<file path="config.mk">
export PLATFORM = sky130hd
export DESIGN_NAME = dual_client_ram_arbiter
export DESIGN_NICKNAME = d
export VERILOG_FILES = /design/src/rtl/dual_client_ram_arbiter_pkg.sv /design/src/rtl/rr_arbiter2.sv /design/src/rtl/dual_client_ram_arbiter.sv
export SDC_FILE = /design/constraint.sdc
export NUM_CORES = 1
export LEC_CHECK = 0
export CORE_ASPECT_RATIO = 0.6
export CORE_UTILIZATION = 31
export CTS_CLUSTER_SIZE = 40
export DETAILED_ROUTE_END_ITERATION = 8
export GPL_ROUTABILITY_DRIVEN = 0
export PLACE_DENSITY_LB_ADDON = 0.12
export SLEW_MARGIN = 20
export SYNTH_ARGS = -nofsm -noshare
export SYNTH_HDL_FRONTEND = slang
export SYNTH_SLANG_ARGS = --single-unit
</file>
<file path="constraint.sdc">
create_clock -name clk -period 1.7 [get_ports clk]
set_clock_uncertainty 0.15 [all_clocks]
set_input_delay 0.34 -clock clk [delete_from_list [all_inputs] [get_ports clk]]
set_output_delay 0.34 -clock clk [all_outputs]
set_load 0.02 [all_outputs]
</file>
<file path="src/rtl/dual_client_ram_arbiter_pkg.sv">
// Shared memory constants and types for the dual-client RAM arbiter and the
// simple dual-port RAM it drives.
//   MEM_LENGTH     default data word width in bits
//   MEM_LOCATIONS  default RAM depth in words
//   RW_WRITE/READ  encoding of the ram_rw command
//   client_e       client identifier, also used as the round-robin pointer
//   rd_tag_t       read-tag carried alongside an outstanding RAM read
package dual_client_ram_arbiter_pkg;

  localparam int unsigned MEM_LENGTH    = 8;
  localparam int unsigned MEM_LOCATIONS = 32;

  localparam logic RW_WRITE = 1'b1;
  localparam logic RW_READ  = 1'b0;

  typedef enum logic {
    Client0 = 1'b0,
    Client1 = 1'b1
  } client_e;

  typedef struct packed {
    logic    valid;
    client_e id;
  } rd_tag_t;

  function automatic client_e other_client(input client_e c);
    return (c == Client0) ? Client1 : Client0;
  endfunction

endpackage

</file>
<file path="src/rtl/rr_arbiter2.sv">
// Two-way round-robin grant logic, purely combinational.
//   req_i  request vector, bit N = client N
//   ptr_i  priority pointer: client that wins when both request
//   gnt_o  one-hot (or zero) grant vector
// The pointer register itself lives in the parent.
module rr_arbiter2 (
  input  logic [1:0] req_i,
  input  logic       ptr_i,
  output logic [1:0] gnt_o
);

  always_comb begin
    gnt_o = 2'b00;
    unique case (req_i)
      2'b01:   gnt_o = 2'b01;
      2'b10:   gnt_o = 2'b10;
      2'b11:   gnt_o = ptr_i ? 2'b10 : 2'b01;
      default: gnt_o = 2'b00;
    endcase
  end

endmodule

</file>
<file path="src/rtl/dual_client_ram_arbiter.sv">
// Arbitrates two clients onto a single-command dual-port RAM.
//   clk, rst            clock and synchronous active-high reset
//   req/we/addr/wdataN  client N request, direction, address, write data
//   gntN                combinational grant: request is taken at the next edge
//   rvalidN, rdataN     registered read result for client N (one-cycle pulse)
//   ram_*               RAM command, addresses and write data (combinational)
//   ram_outdata         RAM read data, valid the cycle after a read is issued
// A granted read at cycle T returns on rvalidN/rdataN in cycle T+2: one cycle
// in the RAM, one in the output register. A one-entry tag follows each read so
// the returning data is steered to the right client at full throughput.
module dual_client_ram_arbiter
  import dual_client_ram_arbiter_pkg::*;
#(
  parameter int unsigned length    = MEM_LENGTH,
  parameter int unsigned locations = MEM_LOCATIONS,
  localparam int unsigned AW       = $clog2(locations)
) (
  input  logic              clk,
  input  logic              rst,
  input  logic              req0,
  input  logic              req1,
  input  logic              we0,
  input  logic              we1,
  input  logic [AW-1:0]     addr0,
  input  logic [AW-1:0]     addr1,
  input  logic [length-1:0] wdata0,
  input  logic [length-1:0] wdata1,
  output logic              gnt0,
  output logic              gnt1,
  output logic              rvalid0,
  output logic              rvalid1,
  output logic [length-1:0] rdata0,
  output logic [length-1:0] rdata1,
  output logic              ram_rw,
  output logic [AW-1:0]     ram_w_addr,
  output logic [AW-1:0]     ram_r_addr,
  output logic [length-1:0] ram_indata,
  input  logic [length-1:0] ram_outdata
);

  logic [1:0]        req_v;
  logic [1:0]        gnt_v;
  client_e           gnt_id;
  logic              rd_issue;
  client_e           ptr_q, ptr_d;
  rd_tag_t           tag_q, tag_d;
  logic              rvalid0_q, rvalid1_q;
  logic [length-1:0] rdata0_q, rdata1_q;

  // Masking requests during reset keeps the RAM idle and the pointer still.
  assign req_v = rst ? 2'b00 : {req1, req0};

  rr_arbiter2 u_rr_arbiter2 (
    .req_i (req_v),
    .ptr_i (ptr_q),
    .gnt_o (gnt_v)
  );

  assign gnt0 = gnt_v[0];
  assign gnt1 = gnt_v[1];

  // Granted client drives the RAM; with no grant the RAM sees an idle read.
  always_comb begin
    ram_rw     = RW_READ;
    ram_w_addr = '0;
    ram_r_addr = '0;
    ram_indata = '0;
    gnt_id     = Client0;
    unique case (gnt_v)
      2'b01: begin
        ram_rw     = we0 ? RW_WRITE : RW_READ;
        ram_w_addr = addr0;
        ram_r_addr = addr0;
        ram_indata = wdata0;
        gnt_id     = Client0;
      end
      2'b10: begin
        ram_rw     = we1 ? RW_WRITE : RW_READ;
        ram_w_addr = addr1;
        ram_r_addr = addr1;
        ram_indata = wdata1;
        gnt_id     = Client1;
      end
      default: begin
        ram_rw = RW_READ;
      end
    endcase
  end

  assign rd_issue = (|gnt_v) && (ram_rw == RW_READ);

  always_comb begin
    tag_d.valid = rd_issue;
    tag_d.id    = gnt_id;
    ptr_d       = (|gnt_v) ? other_client(gnt_id) : ptr_q;
  end

  always_ff @(posedge clk) begin
    if (rst) begin
      ptr_q       <= Client0;
      tag_q.valid <= 1'b0;
      tag_q.id    <= Client0;
      rvalid0_q   <= 1'b0;
      rvalid1_q   <= 1'b0;
      rdata0_q    <= '0;
      rdata1_q    <= '0;
    end else begin
      ptr_q     <= ptr_d;
      tag_q     <= tag_d;
      // tag_q describes the read whose data sits on ram_outdata this cycle.
      rvalid0_q <= tag_q.valid && (tag_q.id == Client0);
      rvalid1_q <= tag_q.valid && (tag_q.id == Client1);
      if (tag_q.valid && (tag_q.id == Client0)) begin
        rdata0_q <= ram_outdata;
      end
      if (tag_q.valid && (tag_q.id == Client1)) begin
        rdata1_q <= ram_outdata;
      end
    end
  end

  assign rvalid0 = rvalid0_q;
  assign rvalid1 = rvalid1_q;
  assign rdata0  = rdata0_q;
  assign rdata1  = rdata1_q;

  a_one_grant: assert property (@(posedge clk) !(gnt0 && gnt1));

endmodule

</file>
# After elaboration in Yosys (flattened, before gate mapping)
# Cells that the tools add are included.
dict set report word_totals {
  reg_bits 21
  input_bits 40
  elab_cells 28
  out_inout_bits 39
}
dict set report op_classes {
  n_bitwise 2
  n_reduce_logical 4
  n_mux 10
  n_eq_ne 5
}
# operator count
set ops {}
lappend ops {{$pmux 8 s2} 1}
lappend ops {{$pmux 5 s2} 1}
lappend ops {{$eq 2x2->1 const B} 3}
lappend ops {{$pmux 2 s3} 1}
lappend ops {{$eq 2x1->1 const B} 2}
lappend ops {{$mux 1} 4}
lappend ops {{$mux 2} 2}
lappend ops {{$logic_and 1x1->1} 3}
lappend ops {{$not 1->1} 2}
lappend ops {{$pmux 1 s2} 1}
lappend ops {{$reduce_or 2->1} 1}

# Depth between registers and ports, before layout
dict set report logic_depth {
  depth_word 7
  mapped_depth 8
  mapped_depth_nobuf 7
}

# Cells and area by module
# From an unflattened synthesis, not the netlist that was laid out.
dict set report hier_totals {
  hier_cells 132
  area_unflattened_um2 1057.3
}
# mod seq_area_each_um2 cells_per_inst area_per_inst_um2 n_inst
set modules_own_cells {}
lappend modules_own_cells {dual_client_ram_arbiter 420.4 129 1038.5 1}
lappend modules_own_cells {rr_arbiter2 0.0 3 18.8 1}

# Least setup slack after synthesis
# Ideal clock, no wire load.
dict set report synth_path {
  kind {register to output}
  startpoint {reg ptr_q}
  endpoint {out ram_w_addr[0]}
  required_time_ns 1.210
  path_slack_ns -0.592
  t_arrival_ns 1.802
  path_stages_with_launch 9
  path_buffers 2
  path_cell_list {dfxtp_1 > nand2b_1 > nand3b_1 > inv_1 > ha_1 > buf_2 > a22oi_1 > nor2_1 > buf_4}
}
dict set report synth_between {
  elab_chain_len 4
  word_cells_on_any_way 5
  classes_between {eq/ne: 2; mux: 3}
}
# element line_no
set synth_lines {}
lappend synth_lines {{start: declaration} dual_client_ram_arbiter.sv:45} ;# client_e ptr_q, ptr_d;
lappend synth_lines {{start signal: assignment} dual_client_ram_arbiter.sv:100} ;# ptr_q <= Client0;
lappend synth_lines {{start signal: assignment} dual_client_ram_arbiter.sv:108} ;# ptr_q <= ptr_d;
lappend synth_lines {{$mux 2 *} rr_arbiter2.sv:17} ;# 2'b11: gnt_o = ptr_i ? 2'b10 : 2'b01;
lappend synth_lines {{$pmux 2 s3 *} rr_arbiter2.sv:14} ;# unique case (req_i)
lappend synth_lines {{named net gnt1} dual_client_ram_arbiter.sv:29} ;# output logic gnt1,
lappend synth_lines {{$eq 2x2->1 or $eq 2x1->1 (tied branches)} -}
lappend synth_lines {{$pmux 5 s2 *} -}
lappend synth_lines {{end: declaration} dual_client_ram_arbiter.sv:35} ;# output logic [AW-1:0] ram_w_addr,
# The timed path passes the listed nets; every way through them passes the cells marked *.

# Final worst setup path
dict set report layout_path {
  startpoint {reg ptr_q}
  endpoint {out ram_indata[7]}
}
dict set report layout_between {
  elab_chain_len 4
  word_cells_on_any_way 5
  classes_between {eq/ne: 2; mux: 3}
}
# element line_no
set layout_lines {}
lappend layout_lines {{$mux 2 *} rr_arbiter2.sv:17}
lappend layout_lines {{$pmux 2 s3 *} rr_arbiter2.sv:14}
lappend layout_lines {{$eq 2x2->1 or $eq 2x1->1 (tied branches)} dual_client_ram_arbiter.sv:69} ;# unique case (gnt_v)
lappend layout_lines {{$pmux 8 s2 *} dual_client_ram_arbiter.sv:69}
lappend layout_lines {{end: declaration} dual_client_ram_arbiter.sv:37} ;# output logic [length-1:0] ram_indata,
# Mark *: on every way between the ends. The rest lies on a longest branch, timed or not.

==> impl_metrics.csv <==
group,metric,value,unit
logic_synthesis,syn_inst,131,
floorplanning,start_util,33.0,%
placed_design,numPortBuffers,78,
sta,rsz0062_at_grt,"yes",
placed_design,place_hpwl,2590,um
sta,slew_headroom,62.5,%
routing,via_count,1260,
routing,drt-pass1-iter-count,4,
logic_synthesis,yosys.area.top_type,"dfxtp_1",
sta,worstMarginPinSlew,561,ps
floorplanning,die_area,3770,um2
global_route,grt_use_met2,34.3,%
logic_synthesis,synth_area_leaders,"dfxtp_1, a22oi_1, a21oi_2",
critical_path,required,1210,ps
routing,routed_wl,3710,um
global_route,grt_pass1_vias,1098,
critical_path,reg2reg_depth,8,
critical_path,critPathMaxFanout,7,
sta,maxClockFrequency,455,MHz
critical_path,crit_type,"reg2out",
logic_synthesis,yosysWarnings,0,
sta,setup_ws,-496,ps
clock_network,numCtsBuffers,3,
status,violations,"setup timing",
status,status,"complete, but fails checks",
critical_path,cp.arrival,1710,ps
final_layout,fin_util,64.9,%
logic_synthesis,syn_nets,175,
placed_design,dp_slack,-1090,ps
clock_network,cts_tree,"yes",
final_layout,num-fill-cells,272,
global_route,antenna_found_initial,0,
routing,wl_per_cell,14.3,um
clock_network,clock-sinks,21,
final_layout,fin_area,2140,um2
global_route,grt_use_met1,24.1,%
power,cellLeakagePower,0.954,nW
sta,min_period_over_period,129,%
final_layout,fin_nets,260,
floorplanning,core_area,3300,um2
logic_synthesis,ys.flop_type,"dfxtp_1",
final_layout,drive_gt1_share,37.7,%
logic_synthesis,seq_area_frac_synth,38.5,%
final_layout,syn_to_final_growth,96.6,%
sta,setup_violations,21,
floorplanning,die_h,48.0,um
global_route,grt_pass1_wl,5260,um
sta,hold_viol,0,
logic_synthesis,syn_area_per_cell,8.33,um2
clock_network,root_buffer,"clkbuf_8",
logic_synthesis,synth_edf_count,0,
floorplanning,die_w,78.6,um
logic_synthesis,synth-async-reset-ratio,0,%
sta,period_needed,2200,ps
clock_network,htreeDepth,1,
final_layout,mostFrequentLayoutCell,"clkdlybuf4s50_1",
clock_network,clk-insertion-delay-late,260,ps
global_route,track_usage,18.8,%
routing,viasPerCell,4.85,
logic_synthesis,yosysTopAreaCellShare,38.5,%
global_route,grt-ovfl-total,0,
final_layout,final_cell_mix,"clkdlybuf4s50_1, dfxtp_1, buf_4",
floorplanning,fp-row-count,16,
critical_path,startpoint_type,"register",
final_layout,antenna_cells,0,
floorplanning,io_pins,79,
logic_synthesis,yosysUniqueCellTypes,23,
routing,postRouteAntennaNets,0,
global_route,grt-busiest-layer,"met2",
logic_synthesis,ys_ff_latch,21,
job,drv_cap,0,
hold_path,hold_depth,2,
sta,drv_slew,0,
routing,drtIter0Drc,71,
logic_synthesis,synth_area,1090,um2
clock_network,path_clk_slew,70,ps
placed_design,place_area,1990,um2
power,totalPowerFinal,1.24,mW
global_route,grt_use_met3,4.57,%
clock_network,clock_path_buffers,2,
power,p_per_area,579,nW/um2
hold_path,hold_class,"reg2reg",
clock_network,cts_hold_buf,0,
routing,drc,0,
power,ir_drop,0.000396,V
global_route,grt_max_degree,22,
critical_path,crit_path_end_kind,"output port",
==> registers in the layout, indices dropped and copies added, names as in the netlist <==
name,count
rvalid1,1
ptr_q,1
rdata1,8
rvalid0,1
rdata0,8
tag_q,2
==> cell usage after synthesis, types with 2 or more instances <==
cell / n
inv_1: 2
a22oi_1: 14
a21oi_1: 9
buf_4: 5
nor2b_1: 2
a21oi_2: 8
nand2_2: 9
nand2_1: 17
ha_1: 4
nor2_1: 18
nand3_1: 8
dfxtp_1: 21
buf_2: 4
==> report_power, final <==
part	leakage [nW]	internal (mW)	switching, mW
logic	0.760	0.216	0.184
registers	0.171	0.508	0.0120
clock network	0.0228	0.167	0.154
total	0.954	0.891	0.350
==> kinds of logic after synthesis <==
logic type | synth area share [%]
AOI/OAI and AO/OA | 20.2
and+or+nand+nor | 25.8
DFF | 38.5
buffers and inverters | 10.9
adders and majority gates | 4.59
==> per-layer routing <==
layer,part of all wire [%],up-vias
li1,-,610
met1,45,605
met2,49,39
met3,4.4,6
met4,1.2,0
met5,0,-
==> worst max-delay path, cell delays in order (launching register included) <==
cell and delay, ps:
dfxtp_2 340, nand2b_4 130, nand3b_1 170, inv_2 90, ha_4 180, buf_6 140
a22oi_2 170, nor2_1 70, buf_4 150
==> final timing paths <==
| kind | startpoint | endpoint | slack [ps] |
|---|---|---|---|
| worst min register to register | rdata1[6] | rdata1[6] | 310 |
| worst min-delay path | rdata1[6] | rdata1[6] | 310 |
| worst max-delay path | ptr_q | ram_indata[7] | -500 |
| worst max register to register | ptr_q | tag_q[1] | -50 |
==> what timing repair did <==
action	4_1_cts	5_1_grt
pin swaps	9	2
gates cloned	0	1
gates resized for setup	139	7
setup buffers	4	1
endpoints found under the setup margin	34	27
==> final cells by class <==
class	count	area, um2	share of cell area [%]
Sequential cell	21	422	19.7
Timing Repair Buffer	94	941	43.9
Clock buffer	4	45.0	2.10
Tap cell	45	56.3	2.63
Multi-Input combinational cell	94	673	31.4
Inverter	2	7.51	0.350
==> per-stage QoR <==
step | cells | hold WS, ps | setup TNS, ps
after floorplan | 131 | 262 | -3480
final | 260 | 308 | -9360
after detailed placement | 250 | 304 | -22130
after global placement | 250 | 294 | -21060
after CTS | 258 | 313 | -9010
after global routing | 260 | 330 | -11000
Note: power is estimated with default switching activity, not from simulation.
